==> src/rtl/i2c_seq_ctrl_if.sv <==
// Command/response bus between the I2C sequencer and the I2C byte core.
// master = sequencer side, slave = core side.
interface i2c_seq_ctrl_if;
    logic       data_valid;
    logic       rw;
    logic [6:0] slave_addr;
    logic [7:0] reg_addr;
    logic [7:0] reg_data;
    logic       core_busy;
    logic       core_nack;
    logic [7:0] core_rdata;

    modport master (
        output data_valid, rw, slave_addr, reg_addr, reg_data,
        input  core_busy, core_nack, core_rdata
    );

    modport slave (
        input  data_valid, rw, slave_addr, reg_addr, reg_data,
        output core_busy, core_nack, core_rdata
    );
endinterface

==> src/rtl/i2c_seq_ctrl.sv <==
// Runs a small table of I2C register commands through an I2C core, with
// per-entry NACK retry, a busy-rise timeout, read-result strobes and status.
module i2c_seq_ctrl #(
    parameter int unsigned N_CMD     = 4,
    parameter int unsigned RETRY_MAX = 2,
    parameter int unsigned TMO       = 255,
    parameter int unsigned IDX_W     = 4
) (
    input  logic              clk,
    input  logic              rst,
    input  logic              start,
    input  logic [IDX_W:0]    num_cmds,
    input  logic              tbl_we,
    input  logic [IDX_W-1:0]  tbl_idx,
    input  logic [23:0]       tbl_wdata,
    i2c_seq_ctrl_if.master    bus,
    output logic              rd_valid,
    output logic [IDX_W-1:0]  rd_idx,
    output logic [7:0]        rd_data,
    output logic              busy,
    output logic              done,
    output logic              error,
    output logic [IDX_W-1:0]  err_idx
);

    localparam int unsigned DEPTH = 1 << IDX_W;
    localparam int unsigned RTY_W = (RETRY_MAX > 0) ? $clog2(RETRY_MAX + 1) : 1;
    localparam int unsigned TMO_W = (TMO > 1) ? $clog2(TMO) : 1;

    typedef enum logic [2:0] {IDLE, ISSUE, WAIT_HI, WAIT_LO, CHECK, FINISH} state_t;

    state_t             state, state_n;
    logic [IDX_W-1:0]   idx, idx_n;
    logic [IDX_W:0]     num_q, num_n;
    logic [RTY_W-1:0]   rty, rty_n;
    logic [TMO_W-1:0]   tmo, tmo_n;
    logic               nack_q, nack_n;
    logic [7:0]         rdat_q, rdat_n;
    logic               bad, bad_n;
    logic               dv_n, rw_n;
    logic [6:0]         sa_n;
    logic [7:0]         ra_n, rg_n;
    logic               rdv_n;
    logic [IDX_W-1:0]   rdi_n;
    logic [7:0]         rdd_n;
    logic               done_n, err_n;
    logic [IDX_W-1:0]   eidx_n;
    logic [23:0]        entry;
    logic               num_ok, last;

    // Array is sized to the full index space so reads never need a range check;
    // only entries below N_CMD are ever written.
    logic [23:0] tbl [DEPTH];

    // Table storage is deliberately outside reset.
    always_ff @(posedge clk) begin
        if (tbl_we && state == IDLE && 32'(tbl_idx) < N_CMD)
            tbl[tbl_idx] <= tbl_wdata;
    end

    assign num_ok = (num_cmds != '0) && (32'(num_cmds) <= N_CMD);
    assign last   = ({1'b0, idx} == num_q - (IDX_W+1)'(1));

    always_comb begin
        state_n = state;
        idx_n   = idx;
        num_n   = num_q;
        rty_n   = rty;
        tmo_n   = tmo;
        nack_n  = nack_q;
        rdat_n  = rdat_q;
        bad_n   = 1'b0;
        dv_n    = 1'b0;
        rw_n    = bus.rw;
        sa_n    = bus.slave_addr;
        ra_n    = bus.reg_addr;
        rg_n    = bus.reg_data;
        rdv_n   = 1'b0;
        rdi_n   = rd_idx;
        rdd_n   = rd_data;
        done_n  = 1'b0;
        err_n   = error;
        eidx_n  = err_idx;
        entry   = tbl[idx];

        case (state)
            IDLE: begin
                // A rejected start reports error for a single cycle only.
                if (bad) err_n = 1'b0;
                if (start) begin
                    if (num_ok) begin
                        state_n = ISSUE;
                        idx_n   = '0;
                        rty_n   = '0;
                        num_n   = num_cmds;
                        err_n   = 1'b0;
                        eidx_n  = '0;
                    end else begin
                        done_n  = 1'b1;
                        err_n   = 1'b1;
                        eidx_n  = '0;
                        bad_n   = 1'b1;
                    end
                end
            end
            ISSUE: begin
                if (!bus.core_busy) begin
                    dv_n    = 1'b1;
                    rw_n    = entry[23];
                    sa_n    = entry[22:16];
                    ra_n    = entry[15:8];
                    rg_n    = entry[7:0];
                    tmo_n   = '0;
                    state_n = WAIT_HI;
                end
            end
            WAIT_HI: begin
                if (bus.core_busy) begin
                    state_n = WAIT_LO;
                end else if (tmo == TMO_W'(TMO - 1)) begin
                    nack_n  = 1'b1;
                    rdat_n  = '0;
                    state_n = CHECK;
                end else begin
                    tmo_n   = tmo + TMO_W'(1);
                end
            end
            WAIT_LO: begin
                if (!bus.core_busy) begin
                    nack_n  = bus.core_nack;
                    rdat_n  = bus.core_rdata;
                    state_n = CHECK;
                end
            end
            CHECK: begin
                if (!nack_q) begin
                    if (!bus.rw) begin
                        rdv_n = 1'b1;
                        rdi_n = idx;
                        rdd_n = rdat_q;
                    end
                    rty_n   = '0;
                    idx_n   = idx + IDX_W'(1);
                    state_n = last ? FINISH : ISSUE;
                end else if (rty < RTY_W'(RETRY_MAX)) begin
                    rty_n   = rty + RTY_W'(1);
                    state_n = ISSUE;
                end else begin
                    err_n   = 1'b1;
                    eidx_n  = idx;
                    state_n = FINISH;
                end
            end
            FINISH: begin
                done_n  = 1'b1;
                state_n = IDLE;
            end
            default: state_n = IDLE;
        endcase
    end

    always_ff @(posedge clk) begin
        if (rst) begin
            state          <= IDLE;
            idx            <= '0;
            num_q          <= '0;
            rty            <= '0;
            tmo            <= '0;
            nack_q         <= 1'b0;
            rdat_q         <= '0;
            bad            <= 1'b0;
            bus.data_valid <= 1'b0;
            bus.rw         <= 1'b0;
            bus.slave_addr <= '0;
            bus.reg_addr   <= '0;
            bus.reg_data   <= '0;
            rd_valid       <= 1'b0;
            rd_idx         <= '0;
            rd_data        <= '0;
            busy           <= 1'b0;
            done           <= 1'b0;
            error          <= 1'b0;
            err_idx        <= '0;
        end else begin
            state          <= state_n;
            idx            <= idx_n;
            num_q          <= num_n;
            rty            <= rty_n;
            tmo            <= tmo_n;
            nack_q         <= nack_n;
            rdat_q         <= rdat_n;
            bad            <= bad_n;
            bus.data_valid <= dv_n;
            bus.rw         <= rw_n;
            bus.slave_addr <= sa_n;
            bus.reg_addr   <= ra_n;
            bus.reg_data   <= rg_n;
            rd_valid       <= rdv_n;
            rd_idx         <= rdi_n;
            rd_data        <= rdd_n;
            busy           <= (state_n != IDLE);
            done           <= done_n;
            error          <= err_n;
            err_idx        <= eidx_n;
        end
    end

endmodule

==> src/flat_wrapper.sv <==
// flat-port wrapper written by rule: the top's interface ports become plain ports
module i2c_seq_ctrl_flat 
#(
    parameter int unsigned N_CMD     = 4,
    parameter int unsigned RETRY_MAX = 2,
    parameter int unsigned TMO       = 255,
    parameter int unsigned IDX_W     = 4
)
  (clk, rst, start, num_cmds, tbl_we, tbl_idx, tbl_wdata, rd_valid, rd_idx, rd_data, busy, done, error, err_idx, bus_data_valid, bus_rw, bus_slave_addr, bus_reg_addr, bus_reg_data, bus_core_busy, bus_core_nack, bus_core_rdata);
  i2c_seq_ctrl_if bus_i ();
  input  logic clk;
  input  logic rst;
  input  logic start;
  input  logic [IDX_W:0] num_cmds;
  input  logic tbl_we;
  input  logic [IDX_W-1:0] tbl_idx;
  input  logic [23:0] tbl_wdata;
  output logic rd_valid;
  output logic [IDX_W-1:0] rd_idx;
  output logic [7:0] rd_data;
  output logic busy;
  output logic done;
  output logic error;
  output logic [IDX_W-1:0] err_idx;
  output wire logic [$bits(bus_i.data_valid)-1:0] bus_data_valid;
  output wire logic [$bits(bus_i.rw)-1:0] bus_rw;
  output wire logic [$bits(bus_i.slave_addr)-1:0] bus_slave_addr;
  output wire logic [$bits(bus_i.reg_addr)-1:0] bus_reg_addr;
  output wire logic [$bits(bus_i.reg_data)-1:0] bus_reg_data;
  input wire logic [$bits(bus_i.core_busy)-1:0] bus_core_busy;
  input wire logic [$bits(bus_i.core_nack)-1:0] bus_core_nack;
  input wire logic [$bits(bus_i.core_rdata)-1:0] bus_core_rdata;
  assign bus_data_valid = bus_i.data_valid;
  assign bus_rw = bus_i.rw;
  assign bus_slave_addr = bus_i.slave_addr;
  assign bus_reg_addr = bus_i.reg_addr;
  assign bus_reg_data = bus_i.reg_data;
  assign bus_i.core_busy = bus_core_busy;
  assign bus_i.core_nack = bus_core_nack;
  assign bus_i.core_rdata = bus_core_rdata;
  i2c_seq_ctrl #(.N_CMD(N_CMD), .RETRY_MAX(RETRY_MAX), .TMO(TMO), .IDX_W(IDX_W)) u_core (.clk(clk), .rst(rst), .start(start), .num_cmds(num_cmds), .tbl_we(tbl_we), .tbl_idx(tbl_idx), .tbl_wdata(tbl_wdata), .bus(bus_i), .rd_valid(rd_valid), .rd_idx(rd_idx), .rd_data(rd_data), .busy(busy), .done(done), .error(error), .err_idx(err_idx));
endmodule
==> config.mk <==
export PLATFORM = sky130hd
export DESIGN_NAME = i2c_seq_ctrl_flat
export DESIGN_NICKNAME = d
export VERILOG_FILES = /design/src/rtl/i2c_seq_ctrl_if.sv /design/src/rtl/i2c_seq_ctrl.sv /design/src/flat_wrapper.sv
export SDC_FILE = /design/constraint.sdc
export NUM_CORES = 1
export LEC_CHECK = 0
export ABC_CLOCK_PERIOD_IN_PS = 5600
export CORE_AREA = 10 10 211 363
export CTS_BUF_LIST = sky130_fd_sc_hd__clkbuf_2 sky130_fd_sc_hd__clkbuf_4 sky130_fd_sc_hd__clkbuf_8
export DETAILED_ROUTE_END_ITERATION = 10
export DIE_AREA = 0 0 221 373
export SYNTH_ARGS = -nofsm -noshare
export SYNTH_HDL_FRONTEND = slang
export SYNTH_SLANG_ARGS = --single-unit
==> constraint.sdc <==
create_clock -name clk -period 5.6 [get_ports clk]
set_input_delay 0.56 -clock clk [delete_from_list [all_inputs] [get_ports clk]]
set_output_delay 0.56 -clock clk [all_outputs]
set_load 0.02 [all_outputs]
==> summary.md, run 1 <==
| Metric | Value |
|---|---|
| PwrDens | 329 mW/mm^2 |
| Main synth FF type | edfxtp_1 |
| Die Span X | about 220 um |
| Hold WC Path Type | flip-flop to flip-flop |
| FF+latch count, synth | 461 |
| Crit-path max FO | 33 |
| Post-synth EDFFs | ~380 |
| Status | finished, final reports clean |
| Die Ht | approximately 370 um |
| Reg2reg setup slack | 2.96 ns |
| Synth top area cells | edfxtp_1 66%, mux4_2 12%, dfxtp_1 8.8% |
| Via density | 3.96 |
| Synth top area share | 65.9% |
| Clock sinks | 461 |
| First-pass GRT wire length | between 50000 and 60000 um |
| CTS tree | done |
| Rows | around 130 |
| Wire length per cell | 15.3 um |
| Routed Antenna Nets | 0 |
| Critical path class | flip-flop to flip-flop |
| Syn Std Cell Area | ~0.017 sq mm |
| Place WS | 2.74 ns |
| Sequential area share after synthesis | roughly three quarters |
| I/O pin count | 92 |
| Area Overhead vs Synth | 26.0% |
| Worst Skew | ~0.042 ns |
| Final Max Slew Viols | 0 |
| Met3 routed WL | 1760 um |
| Mean post-synth cell area | 19.1 sq um |
| Startpoint Class | flip-flop |
| Gr usage total | 8.58% |
| Port buffer count | just over 90 |
| # Post-CTS Setup Buffers | 0 |
| Slew margin rel. | 34.3% |
| Final Hold Vio Count | 0 |
| Met2 routed WL | 19700 um |
| Grt ovf | 0 |
| Distinct cells, synth | 50 |
| Setup WS post-layout | 2.96 ns |
| Worst Setup End Kind | flip-flop |
| Die ar. | slightly above 0.08 sq mm |
| Num CTS Buffers | 72 |
| # placed instances | between 2000 and 2500 |
| Vias in the first global route | 10100 |
| Clock transition at path regs | 0.06 ns |
| Number of H-tree levels | 3 |
| Hold Buf Count CTS | 0 |
| WP data arrival | 3.15 ns |
| Setup tns final | 0 ns |
| Reg2reg path depth | 5 |
| Finish-stage setup viols | 0 |
| Cts repair resizes | 0 |
| Final nets | 1377 |
| Final Cycle Share | 47.1% |
| Critical path required time | 6.11 ns |
| Async set-reset flop share out of synthesis | 0% |
| Crit. Startpoint | u_core.idx[0]$_SDFFE_PP0P_ |
| Top Metal Used | met5 |
| Yosys top cell by area | edfxtp_1 |
| MaxCap Viol Count | 0 |
| Residual DRC | 0 |
| Post-DP HPWL | between 20000 and 25000 um |
| Reg2Reg Launch Point | u_core.idx[0]$_SDFFE_PP0P_ |
| Core box area | roughly 0.07 sq mm |
| First DRT Iteration DRCs | 558 |
| CTS max path bufs | 3 |
| Worst r2r dst | u_core.bus.reg_addr[0]$_SDFFE_PP0P_ |
| DRT Pass-1 Iters | 4 |
| Actual slew at the worst max-slew pin | slightly below 1 ns |
| RSZ-0062 raised after global routing | no |
| Fraction of layout cells with a size suffix above 1 | 17.6% |
| Min Clock Period, post-route | 2.64 ns |
| Clock root buffer | clkbuf_8 |
| Largest net degree at the start of global routing | 46 |
| Most frequent cell after synthesis | edfxtp_1 |
| Initial antenna violation count | 4 |
| Initial core utilization | between 20% and 30% |
| Commonest cells in the netlist | 384 x edfxtp_1, 96 x mux4_2, 77 x dfxtp_1 |
| Static Leak | 7.62 nW |
| Post-layout util | 31.3% |
| Yosys warns | 0 |
| WHS | 0.453 ns |
| Peak VDD IR | around 0.17 mV |
| Setup crit end | u_core.bus.reg_addr[0]$_SDFFE_PP0P_ |
| Routed wire length | 35200 um |
| Routed length on met1 | 12900 um |
| Routed vias | 9114 |
| Achievable clock frequency | about 380 MHz |
| Filler cell count | 7005 |
| Cells after Synth | 914 |
| RD Place Congestion | 0.729 |
| Cell Count, Final, Fillers Out | 2301 |
| Hold Startpoint | u_core.rdat_q[3]$_SDFFE_PP0P_ |
| Worst-Skew Late Latency | 0.63 ns |
## metal layers
layer / global-route usage, % / vias up
met1: 8.56 / 4611
met4: 3.56 / 4
met5: 0 / -
met3: 2.41 / 73
li1: - / 4243
met2: 16.2 / 183
## report_power, final
group          internal (mW)  switching (mW)  total [mW]
Sequential              3.92          0.0556        3.98
Clock                   1.67            1.28        2.95
Combinational          0.156           0.179       0.336
## worst max-delay path, stage by stage (launching register included)
cell and delay (ns):
dfxtp_4 0.82, buf_4 0.61, mux4_2 0.57, mux2i_1 0.19, o22ai_1 0.11, a21o_1 0.18
## worst min-delay path by stage
stage	endpoint	slack, ns	cells after the start
final	u_core.rd_data[3]$_SDFFE_PP0P_	0.45	2
after global routing	u_core.rd_data[6]$_SDFFE_PP0P_	0.47	2
after CTS	u_core.rd_data[3]$_SDFFE_PP0P_	0.45	2
after global placement	u_core.rd_data[6]$_SDFFE_PP0P_	0.44	2
after floorplan	u_core.rd_data[0]$_SDFFE_PP0P_	0.43	2
after detailed placement	u_core.bus.reg_addr[4]$_SDFFE_PP0P_	0.44	1
## kinds of logic after synthesis
kind of cell               synth area share (%)
xor gates and xnor gates                  0.451
muxes                                      15.2
DFF                                        74.7
buffers and inverters                      1.57
adders and majority gates                 0.286
and+or+nand+nor                            3.61
other                                    0.0214
AOI/OAI and AO/OA                          4.13
## metrics by stage
step	total power, mW	area [sq um]
CTS	7.39	22000
finish	7.26	22000
detailed placement	4.39	20500
floorplan	4.24	18600
global placement	4.37	20500
global route	7.60	22000
## layout by cell type, fill, tap and decap left out, types with 4 or more instances in the layout
cell type / synthesis / final
mux4_2: 96 / 96
nor2_1: 30 / 27
or3_1: 8 / 8
buf_4: 4 / 7
o21ai_0: 8 / 8
dfxtp_1: 77 / 74
clkinv_1: 0 / 8
clkbuf_4: 0 / 29
a22oi_1: 8 / 8
clkbuf_8: 0 / 81
a21o_1: 25 / 25
conb_1: 1 / 288
xnor2_1: 6 / 6
a21oi_1: 33 / 33
inv_1: 9 / 9
mux2i_1: 50 / 50
edfxtp_1: 384 / 384
ha_1: 4 / 4
clkinv_2: 0 / 4
o22ai_1: 23 / 23
nor3_1: 7 / 7
clkdlybuf4s50_1: 0 / 91
nand2_1: 40 / 39
nand3_1: 11 / 11
## registers in the layout (all words and copies together), names as in the netlist, 3 cells and up
| register | flops |
|---|---|
| u_core.state | 3 |
| u_core.idx | 4 |
| u_core.bus.slave_addr | 7 |
| u_core.err_idx | 4 |
| u_core.tbl | 384 |
| u_core.rd_idx | 4 |
| u_core.rdat_q | 8 |
| u_core.tmo | 8 |
| u_core.bus.reg_data | 8 |
| u_core.rd_data | 8 |
| u_core.bus.reg_addr | 8 |
| u_core.num_q | 5 |
## area by class of cell
type,count,area (sq um),share of cell area (%)
clock buffers,110,1330,6.04
well taps,917,1150,5.20
repair buffers,99,983,4.46
multi-input cells,683,5260,23.9
flip-flops and latches,461,13100,59.4
clock inverters,21,199,0.902
diodes,1,2.50,0.0114
inverters,9,33.8,0.153
Note: power is estimated with default switching activity, not from simulation.
==> inputs of run 2 (changes only) <==
--- a/config.mk
+++ b/config.mk
@@ -5,7 +5,7 @@
 export SDC_FILE = /design/constraint.sdc
 export NUM_CORES = 1
 export LEC_CHECK = 0
-export ABC_CLOCK_PERIOD_IN_PS = 5600
+export ABC_CLOCK_PERIOD_IN_PS = 2700
 export CORE_AREA = 10 10 211 363
 export CTS_BUF_LIST = sky130_fd_sc_hd__clkbuf_2 sky130_fd_sc_hd__clkbuf_4 sky130_fd_sc_hd__clkbuf_8
 export DETAILED_ROUTE_END_ITERATION = 10
==> constraint.sdc (replaced) <==
create_clock -name clk -period 2.7 [get_ports clk]
set_input_delay 0.27 -clock clk [delete_from_list [all_inputs] [get_ports clk]]
set_output_delay 0.27 -clock clk [all_outputs]
set_load 0.02 [all_outputs]
==> run 2 against run 1 <==
Effect of this change: clock power up 110%; sequential share of layout area down 0.54 points; setup slack worse by 2.5 ns.
==> summary.md, run 2 (synthesized netlist as in run 1, its figures left out) <==
| Metric | Value |
|---|---|
| RD Place Congestion | 0.735 (was 0.729) |
| RSZ-0062 raised after global routing | no (unchanged) |
| Cell Count, Final, Fillers Out | 2312 (was 2301) |
| Number of H-tree levels | 3 (unchanged) |
| First-pass GRT wire length | 53900 um (was 55500 um) |
| Actual slew at the worst max-slew pin | 0.938 ns (was 0.986 ns) |
| Routed wire length | 34000 um (was 35200 um) |
| Worst-Skew Late Latency | 0.62 ns (was 0.63 ns) |
| Wire length per cell | 14.7 um (was 15.3 um) |
| Fraction of layout cells with a size suffix above 1 | 17.9% (was 17.6%) |
| PwrDens | 677 mW/mm^2 (was 329 mW/mm^2) |
| Hold WC Path Type | input port to flip-flop (was flip-flop to flip-flop) |
| Finish-stage setup viols | 0 (unchanged) |
| First DRT Iteration DRCs | 354 (was 558) |
| CTS tree | done (unchanged) |
| Setup tns final | 0 ns (unchanged) |
| Final Hold Vio Count | 0 (unchanged) |
| Die ar. | 0.0824 sq mm (unchanged) |
| Max reg flops | 384 (unchanged) |
| Gr usage total | 8.29% (was 8.58%) |
| Die Ht | 373 um (unchanged) |
| Critical path class | flip-flop to flip-flop (unchanged) |
| Worst Skew | 0.0212 ns (was 0.0421 ns) |
| Port buffer count | 91 (unchanged) |
| Worst-path cell chain | or2_1 > nor2_8 > and3_1 > nor3b_4 > buf_12 (was buf_4 > mux4_2 > mux2i_1 > o22ai_1 > a21o_1) |
| Via density | 3.96 (about the same) |
| Min Clock Period, post-route | 2.26 ns (was 2.64 ns) |
| Initial antenna violation count | 9 (was 4) |
| Initial core utilization | 24.9% (unchanged) |
| Slowest CP cell | nor3b_4 (was dfxtp_4) |
| Slew margin rel. | 37.4% (was 34.3%) |
| Final nets | 1390 (was 1377) |
| CTS max path bufs | 3 (unchanged) |
| Most frequent cells in the layout | 384 x edfxtp_1, 288 x conb_1, 96 x mux4_2, 91 x clkdlybuf4s50_1, 76 x clkbuf_8 (was 384 x edfxtp_1, 288 x conb_1, 96 x mux4_2, 91 x clkdlybuf4s50_1, 81 x clkbuf_8) |
| Post-route cell area | 0.0222 sq mm (was 0.0220 sq mm) |
| # Post-CTS Setup Buffers | 0 (unchanged) |
| Largest reg by FF count | u_core.tbl (unchanged) |
| I/O pin count | 92 (unchanged) |
| Crit-path max FO | 15 (was 33) |
| Startpoint Class | flip-flop (unchanged) |
| Final Cycle Share | 83.6% (was 47.1%) |
| Clock sinks | 461 (unchanged) |
| DRT Pass-1 Iters | 4 (unchanged) |
| Die Span X | 221 um (unchanged) |
| Achievable clock frequency | 443 MHz (was 379 MHz) |
| Num CTS Buffers | 68 (was 72) |
| Hold Buf Count CTS | 0 (unchanged) |
| Clock root buffer | clkbuf_8 (unchanged) |
| Commonest non-fill, non-tap cell in the layout | edfxtp_1 (unchanged) |
| Final Max Slew Viols | 0 (unchanged) |
| Delay-heaviest family, CP | simple AND/OR/NAND/NOR gates (was flip-flops) |
| Area Overhead vs Synth | 27.1% (was 26.0%) |
| Routed Antenna Nets | 0 (unchanged) |
| Post-DP HPWL | 22600 um (was 22100 um) |
| Core box area | 0.0704 sq mm (unchanged) |
| CP bufs+invs | 1 (unchanged) |
| MaxCap Viol Count | 0 (unchanged) |
| Worst Setup End Kind | flip-flop (unchanged) |
| Vias in the first global route | 9965 (was 10100) |
| Placed inst area | 0.0207 sq mm (was 0.0205 sq mm) |
| # placed instances | 2186 (was 2169) |
| WP data arrival | 2.56 ns (was 3.15 ns) |
| Clock transition at path regs | 0.07 ns (was 0.06 ns) |
| Routed vias | 9148 (was 9114) |
| Grt ovf | 0 (unchanged) |
| Critical path required time | 3.01 ns (was 6.11 ns) |
| Static Leak | 7.72 nW (was 7.62 nW) |
| Peak VDD IR | 0.270 mV (was 0.165 mV) |
| Cts repair resizes | 0 (unchanged) |
| Residual DRC | 0 (unchanged) |
| Rows | 129 (unchanged) |
| Largest net degree at the start of global routing | 43 (was 46) |
| Crit-path max cell delay | 0.46 ns (was 0.82 ns) |
| Status | finished, final reports clean (unchanged) |
run 2: final timing paths:
check,slack (ns),depth (start not counted),startpoint,to
max,0.44,5,u_core.state[1]$_SDFF_PP0_,u_core.tbl[0][13]$_DFFE_PP_
min,0.25,3,bus_core_nack,u_core.nack_q$_SDFFE_PP0P_
max reg2reg,0.44,5,u_core.state[1]$_SDFF_PP0_,u_core.tbl[0][13]$_DFFE_PP_
min reg2reg,0.45,1,u_core.bus.slave_addr[6]$_SDFFE_PP0P_,u_core.bus.slave_addr[6]$_SDFFE_PP0P_
run 2: layout make-up:
class	instances	area, sq um
Fill cell	6930	48100
Multi-Input combinational cell	683	5270
Antenna cell	1	2.50
Clock buffer	85	1110
Timing Repair Buffer	116	1200
Sequential cell	461	13100
Clock inverter	40	398
Inverter	9	33.8
Tap cell	917	1150
run 2: layer usage:
metal | wire (um) | global-route usage (%) | vias to the layer above
li1 | - | - | 4272
met1 | 12700 | 8.46 | 4592
met2 | 18200 | 15.0 | 190
met3 | 2140 | 2.79 | 78
met4 | 868 | 3.84 | 16
met5 | 95 | 0 | -
run 2: where the power goes:
group	internal (mW)	total (mW)	leakage, nW	switching, mW
registers	8.14	8.24	4.31	0.104
clock network	3.44	6.10	0.789	2.66
logic	0.334	0.717	2.62	0.383
total	11.9	15.1	7.72	3.15
run 2: tightest hold or removal path: cells and delay by family:
family | cells | cell delay, ns
compound gates | 1 | 0.07
buf+inv | 2 | 0.47
run 2: metrics by stage:
stage	worst slack [ns]	utilization [%]	total power [mW]	hold WS (ns)
after floorplan	0.121	-	8.80	0.358
after global placement	0.409	29.5	9.08	0.434
after detailed placement	0.319	29.5	9.12	0.442
after CTS	0.403	31.6	15.3	0.177
after global routing	0.327	31.6	15.7	0.218
final	0.442	31.6	15.1	0.246
